**src/rtl/exception_ctrl_pkg.sv**
```systemverilog
// Shared definitions for exception_ctrl: cause codes and FSM state encoding.
package exception_ctrl_pkg;

  typedef enum logic [1:0] {
    ST_IDLE     = 2'd0,
    ST_FLUSH    = 2'd1,
    ST_REDIRECT = 2'd2
  } exc_state_e;

  localparam logic [31:0] EXCEPT_NONE      = 32'h0000_0000;
  localparam logic [31:0] EXCEPT_INTERRUPT = 32'h0000_0001;
  localparam logic [31:0] EXCEPT_SYSCALL   = 32'h0000_0008;
  localparam logic [31:0] EXCEPT_ILLEGAL   = 32'h0000_000a;
  localparam logic [31:0] EXCEPT_OVERFLOW  = 32'h0000_000c;
  localparam logic [31:0] EXCEPT_TRAP      = 32'h0000_000d;
  localparam logic [31:0] EXCEPT_ERET      = 32'h0000_000e;

  localparam int FLUSH_CNT_W = 3;

endpackage

```
**src/rtl/exception_ctrl_int_sync.sv**
```systemverilog
// int_sync: two-flop synchronizer for the external interrupt lines (used with EXC_INT_SYNC_EN).
module int_sync #(
  parameter int WIDTH = 6
) (
  input  logic             clk,
  input  logic             rst_n,
  input  logic [WIDTH-1:0] i_async,
  output logic [WIDTH-1:0] o_sync
);

  logic [WIDTH-1:0] r_meta;
  logic [WIDTH-1:0] r_sync;

  always_ff @(posedge clk or negedge rst_n) begin
    if (!rst_n) begin
      r_meta <= '0;
      r_sync <= '0;
    end else begin
      r_meta <= i_async;
      r_sync <= r_meta;
    end
  end

  assign o_sync = r_sync;

endmodule

```
**src/rtl/exception_ctrl.sv**
```systemverilog
// exception_ctrl: prioritises MEM-stage causes, flushes the pipeline, then redirects the PC.
// Optional macro EXC_INT_SYNC_EN puts hardware_int through a 2-flop synchronizer.
module exception_ctrl
  import exception_ctrl_pkg::*;
#(
  parameter int                    DATA_WIDTH     = 32,
  parameter logic [DATA_WIDTH-1:0] HANDLER_VECTOR = DATA_WIDTH'(32'h0000_0040),
  parameter int                    FLUSH_CYCLES   = 1
) (
  input  logic                  clk,
  input  logic                  rst_n,
  input  logic                  mem_valid,
  input  logic [DATA_WIDTH-1:0] mem_pc,
  input  logic                  exc_syscall,
  input  logic                  exc_illegal,
  input  logic                  exc_trap,
  input  logic                  exc_overflow,
  input  logic                  exc_eret,
  input  logic [5:0]            hardware_int,
  input  logic                  timer_interrupt,
  input  logic [31:0]           status,
  input  logic [31:0]           cause,
  input  logic [DATA_WIDTH-1:0] epc,
  output logic [31:0]           exception,
  output logic [DATA_WIDTH-1:0] exc_pc,
  output logic                  flush,
  output logic                  busy,
  output logic [DATA_WIDTH-1:0] new_pc,
  output logic                  new_pc_valid
);

  localparam logic [FLUSH_CNT_W-1:0] FLUSH_LAST = FLUSH_CNT_W'(FLUSH_CYCLES);

  logic [5:0]  w_hw;
  logic [7:0]  w_ip;
  logic        w_int_req;
  logic [31:0] w_sel_code;
  logic        w_take;
  logic        w_unused;

`ifdef EXC_INT_SYNC_EN
  int_sync #(.WIDTH(6)) u_int_sync (
    .clk     (clk),
    .rst_n   (rst_n),
    .i_async (hardware_int),
    .o_sync  (w_hw)
  );
`else
  assign w_hw = hardware_int;
`endif

  // The timer shares IP7 with hardware line 5 and is never synchronized.
  assign w_ip      = {w_hw[5] | timer_interrupt, w_hw[4:0], cause[9:8]};
  assign w_int_req = status[0] & ~status[1] & (|(w_ip & status[15:8]));
  assign w_unused  = ^{status[31:16], status[7:2], cause[31:10], cause[7:0]};

  always_comb begin
    w_sel_code = EXCEPT_NONE;
    if (w_int_req)         w_sel_code = EXCEPT_INTERRUPT;
    else if (exc_illegal)  w_sel_code = EXCEPT_ILLEGAL;
    else if (exc_overflow) w_sel_code = EXCEPT_OVERFLOW;
    else if (exc_trap)     w_sel_code = EXCEPT_TRAP;
    else if (exc_syscall)  w_sel_code = EXCEPT_SYSCALL;
    else if (exc_eret)     w_sel_code = EXCEPT_ERET;
  end

  assign w_take = mem_valid & (w_sel_code != EXCEPT_NONE);

  exc_state_e              r_state;
  logic [FLUSH_CNT_W-1:0]  r_cnt;
  logic [DATA_WIDTH-1:0]   r_target;
  logic [31:0]             r_exception;
  logic [DATA_WIDTH-1:0]   r_exc_pc;
  logic                    r_flush;
  logic                    r_busy;
  logic [DATA_WIDTH-1:0]   r_new_pc;
  logic                    r_new_pc_valid;

  always_ff @(posedge clk or negedge rst_n) begin
    if (!rst_n) begin
      r_state        <= ST_IDLE;
      r_cnt          <= '0;
      r_target       <= '0;
      r_exception    <= EXCEPT_NONE;
      r_exc_pc       <= '0;
      r_flush        <= 1'b0;
      r_busy         <= 1'b0;
      r_new_pc       <= '0;
      r_new_pc_valid <= 1'b0;
    end else begin
      case (r_state)
        ST_IDLE: begin
          r_exception    <= EXCEPT_NONE;
          r_flush        <= 1'b0;
          r_busy         <= 1'b0;
          r_new_pc_valid <= 1'b0;
          if (w_take) begin
            r_state     <= ST_FLUSH;
            r_cnt       <= FLUSH_CNT_W'(1);
            r_exception <= w_sel_code;
            r_exc_pc    <= mem_pc;
            r_flush     <= 1'b1;
            r_busy      <= 1'b1;
            r_target    <= (w_sel_code == EXCEPT_ERET) ? epc : HANDLER_VECTOR;
          end
        end
        ST_FLUSH: begin
          // The cause code is a single-cycle strobe to CP0.
          r_exception <= EXCEPT_NONE;
          if (r_cnt == FLUSH_LAST) begin
            r_state        <= ST_REDIRECT;
            r_flush        <= 1'b0;
            r_new_pc       <= r_target;
            r_new_pc_valid <= 1'b1;
          end else begin
            r_cnt <= r_cnt + FLUSH_CNT_W'(1);
          end
        end
        ST_REDIRECT: begin
          r_state        <= ST_IDLE;
          r_busy         <= 1'b0;
          r_new_pc_valid <= 1'b0;
        end
        default: begin
          r_state        <= ST_IDLE;
          r_exception    <= EXCEPT_NONE;
          r_flush        <= 1'b0;
          r_busy         <= 1'b0;
          r_new_pc_valid <= 1'b0;
        end
      endcase
    end
  end

  assign exception    = r_exception;
  assign exc_pc       = r_exc_pc;
  assign flush        = r_flush;
  assign busy         = r_busy;
  assign new_pc       = r_new_pc;
  assign new_pc_valid = r_new_pc_valid;

endmodule

```
**config.mk**
```make
export PLATFORM = sky130hd
export DESIGN_NAME = exception_ctrl
export DESIGN_NICKNAME = d
export VERILOG_FILES = /design/src/rtl/exception_ctrl_pkg.sv /design/src/rtl/exception_ctrl_int_sync.sv /design/src/rtl/exception_ctrl.sv
export SDC_FILE = /design/constraint.sdc
export NUM_CORES = 1
export LEC_CHECK = 0
export BUFFER_PORTS_ARGS = -buffer_cell sky130_fd_sc_hd__buf_2
export CORE_MARGIN = 1.5
export CORE_UTILIZATION = 40
export DETAILED_ROUTE_END_ITERATION = 10
export HOLD_SLACK_MARGIN = 0.06
export PLACE_DENSITY_LB_ADDON = 0.1
export SETUP_SLACK_MARGIN = 0.02
export SLEW_MARGIN = 20
export SYNTH_ARGS = -nofsm -noshare
export SYNTH_HDL_FRONTEND = slang
export SYNTH_SLANG_ARGS = --single-unit
export TNS_END_PERCENT = 100
```
**constraint.sdc**
```tcl
create_clock -name clk -period 3.2 [get_ports clk]
set_input_delay 0.64 -clock clk [delete_from_list [all_inputs] [get_ports clk]]
set_output_delay 0.64 -clock clk [all_outputs]
set_load 0.02 [all_outputs]
```
==> results.cfg <==
[routing]
via_per_inst = 4.74
num_vias = 2914
wl_mm = 9.12
first_iter_violations = 125
wl_per_cell_um = 14.8
drc = 0
ant_nets = 0
drtPass1Iterations = 4

[clocking]
cts_sinks = 108
cts_resized = 0
postCtsSetupBuffers = 0
clk_latency_ns = 0.36
root_buffer = clkbuf_8
clkTransAtPathRegs_ns = 0.10
cts_tree = built
ctsHoldBuffers = 0
cts_max_path_buffers = 2
cts_buffers = 9
htreeDepth = 3

[floorplanning]
fp.dieW_um = 109
die_h_um = 109
core_area_mm2 = 0.0109
num_rows = 38
die_area_mm2 = 0.0119
start_util = 0.414
io_pins = 242

[worst_setup_path]
rrSetupSlack_ns = 1.05
path_buf_inv = 1
endpoint_kind = register
path_cells = or3b_1 -> a31o_2 -> a31oi_4 -> buf_4 -> mux2_2
reg2reg_depth = 5
crit_path_end = exc_pc[24]
crit_fanout = 24
r2r_end = exc_pc[24]
required_ns = 3.46
reg2reg_from = r_state[0]
crit_type = register to register
cp-start-kind = register
crit_family = flip-flops
cp-startpoint = r_state[0]
slowest_stage = dfrtp_1
cp.depth = 5
arrival_ns = 2.41
crit_path_max_incr_delay_ns = 0.43

[power]
p_leak_nw = 2.98
vdd_drop_max_v = 0.000235
power_mw = 3.29
power_density_mw_per_mm2 = 592

[global_routing]
grtUsageTotal = 0.159
grt-ovfl-total = 0
grt_pass1_wl_mm = 14.5
grt_pass1_vias = 2934
antenna_found_initial = 0
grt_max_degree = 71

[sta]
fin_crit_ns = 2.15
setup_viol = 0
slew-limit-headroom = 0.518
hold_violations = 0
setup_slack_ns = 1.05
clock_skew_ns = 0.00845
rsz0062_at_grt = no
hold-worst-slack_ns = 0.231
tns_ns = 0
worst_pin_slew_ns = 0.723
fmax_mhz = 465
timing.final.crit_share = 0.673
maxSlewViolCount = 0

[final_layout]
final_nets = 615
seqCellArea_mm2 = 0.00270
area_growth_pct = 23.6
nFillCells = 987
drive_above_1_share = 0.528
multi_input_area_mm2 = 0.00158
stdcell_area_mm2 = 0.00557
num_antenna_cells = 0

[place]
gp_congestion = 0.800
port_buffers = 161
postPlaceCellArea_mm2 = 0.00534
post-dp-hpwl_mm = 6.27
post-place-ws_ns = 0.683

[synth]
synth_cells = 306
async_flop_share = 1.00
syn_area_mm2 = 0.00450
synth-edff-count = 0
ys.warnings.count = 0
yosysSeqAreaShare = 0.600
yosysUniqueCellTypes = 34
yosys_most_used_dff = dfrtp_1
syn-mean-instance-area_um2 = 14.7
ys_seq_elements = 108

[outcome]
status = complete, no violations

[run]
cap_violations = 0

[worst_hold_path]
hp-class = input pin to async pin
-- cells in the final DEF (no fill, tap or decap), types with 2 or more instances in the layout --
cell / synthesis / final
buf_4: 32 / 6
ha_1: 2 / 2
dfrtp_1: 108 / 108
conb_1: 1 / 28
a22o_1: 31 / 31
nand3_1: 3 / 3
nor2_1: 6 / 5
clkinv_4: 0 / 2
buf_2: 3 / 160
bufinv_16: 0 / 2
a31o_2: 2 / 2
a22oi_1: 2 / 2
nor2b_1: 3 / 3
clkbuf_8: 0 / 10
mux2_2: 36 / 36
o21ai_0: 6 / 6
nor4b_1: 2 / 2
and3_1: 2 / 2
a21oi_1: 2 / 2
nand2_1: 11 / 11
nor3_1: 2 / 2
nand2b_1: 3 / 3
mux2_4: 28 / 28
inv_1: 3 / 3
-- cells in the mapped netlist (2+ instances only) --
cell      count  share of area
inv_1         3         0.0025
nand2_1      11         0.0092
mux2_4       28          0.093
and3_1        2         0.0028
a22o_1       31          0.060
ha_1          2         0.0056
nand2b_1      3         0.0042
nor2b_1       3         0.0042
a22oi_1       2         0.0033
nor4b_1       2         0.0039
o21ai_0       6         0.0067
buf_4        32          0.053
nor2_1        6         0.0050
dfrtp_1     108           0.60
mux2_2       36          0.090
nor3_1        2         0.0022
a31o_2        2         0.0039
nand3_1       3         0.0033
buf_6         6          0.015
a21oi_1       2         0.0022
buf_2         3         0.0033
-- logic make-up (layout without fill, tap and decap cells) --
family	count (synthesis)	after routing	synth area share
compound gates	51	51	0.0944
fa+ha+maj	2	2	0.00555
buf+inv	44	186	0.0742
flops	108	108	0.600
mux	64	64	0.183
other cells	1	28	0.000833
simple gates	36	36	0.0417
-- power breakdown --
group          total (mW)  internal [mW]  switching (mW)
sequential           1.59           1.51          0.0774
combinational       0.788          0.350           0.438
clock               0.913          0.465           0.448
total                3.29           2.33           0.963
-- worst min path at each step --
stage / slack (ns) / from / depth (start not counted) / to
6_report: 0.23 / rst_n / 1 / exc_pc[9]
5_1_grt: 0.25 / rst_n / 1 / exc_pc[15]
2_1_floorplan: 0.34 / rst_n / 0 / busy
3_3_place_gp: 0.46 / busy / 2 / busy
3_5_place_dp: 0.47 / exception[2] / 2 / exception[2]
4_1_cts: 0.23 / rst_n / 1 / exc_pc[15]
-- registers in the layout, summed over array words and instances, names as in the netlist --
signal / flops
r_state: 2
flush: 1
exc_pc: 32
busy: 1
new_pc_valid: 1
exception: 4
new_pc: 32
r_cnt: 3
r_target: 32
-- metal layers --
layer	GRT usage	vias up	routed length [um]
met2	0.251	105	4320
li1	-	1364	-
met1	0.203	1435	3930
met3	0.0430	10	732
met4	0.0724	0	141
met5	0	-	0
-- through the flow --
stage,instances,util
global route,615,0.511
detailed placement,599,0.490
global placement,599,0.490
CTS,615,0.511
floorplan,333,-
finish,615,0.511
-- cell type report --
type	instances	area share
Timing Repair Buffer	167	0.156
Sequential cell	108	0.486
Inverter	3	0.00202
Clock inverter	5	0.0153
Tap cell	140	0.0315
Clock buffer	11	0.0254
Multi-Input combinational cell	181	0.285
Power figures use the tool's default switching activity.
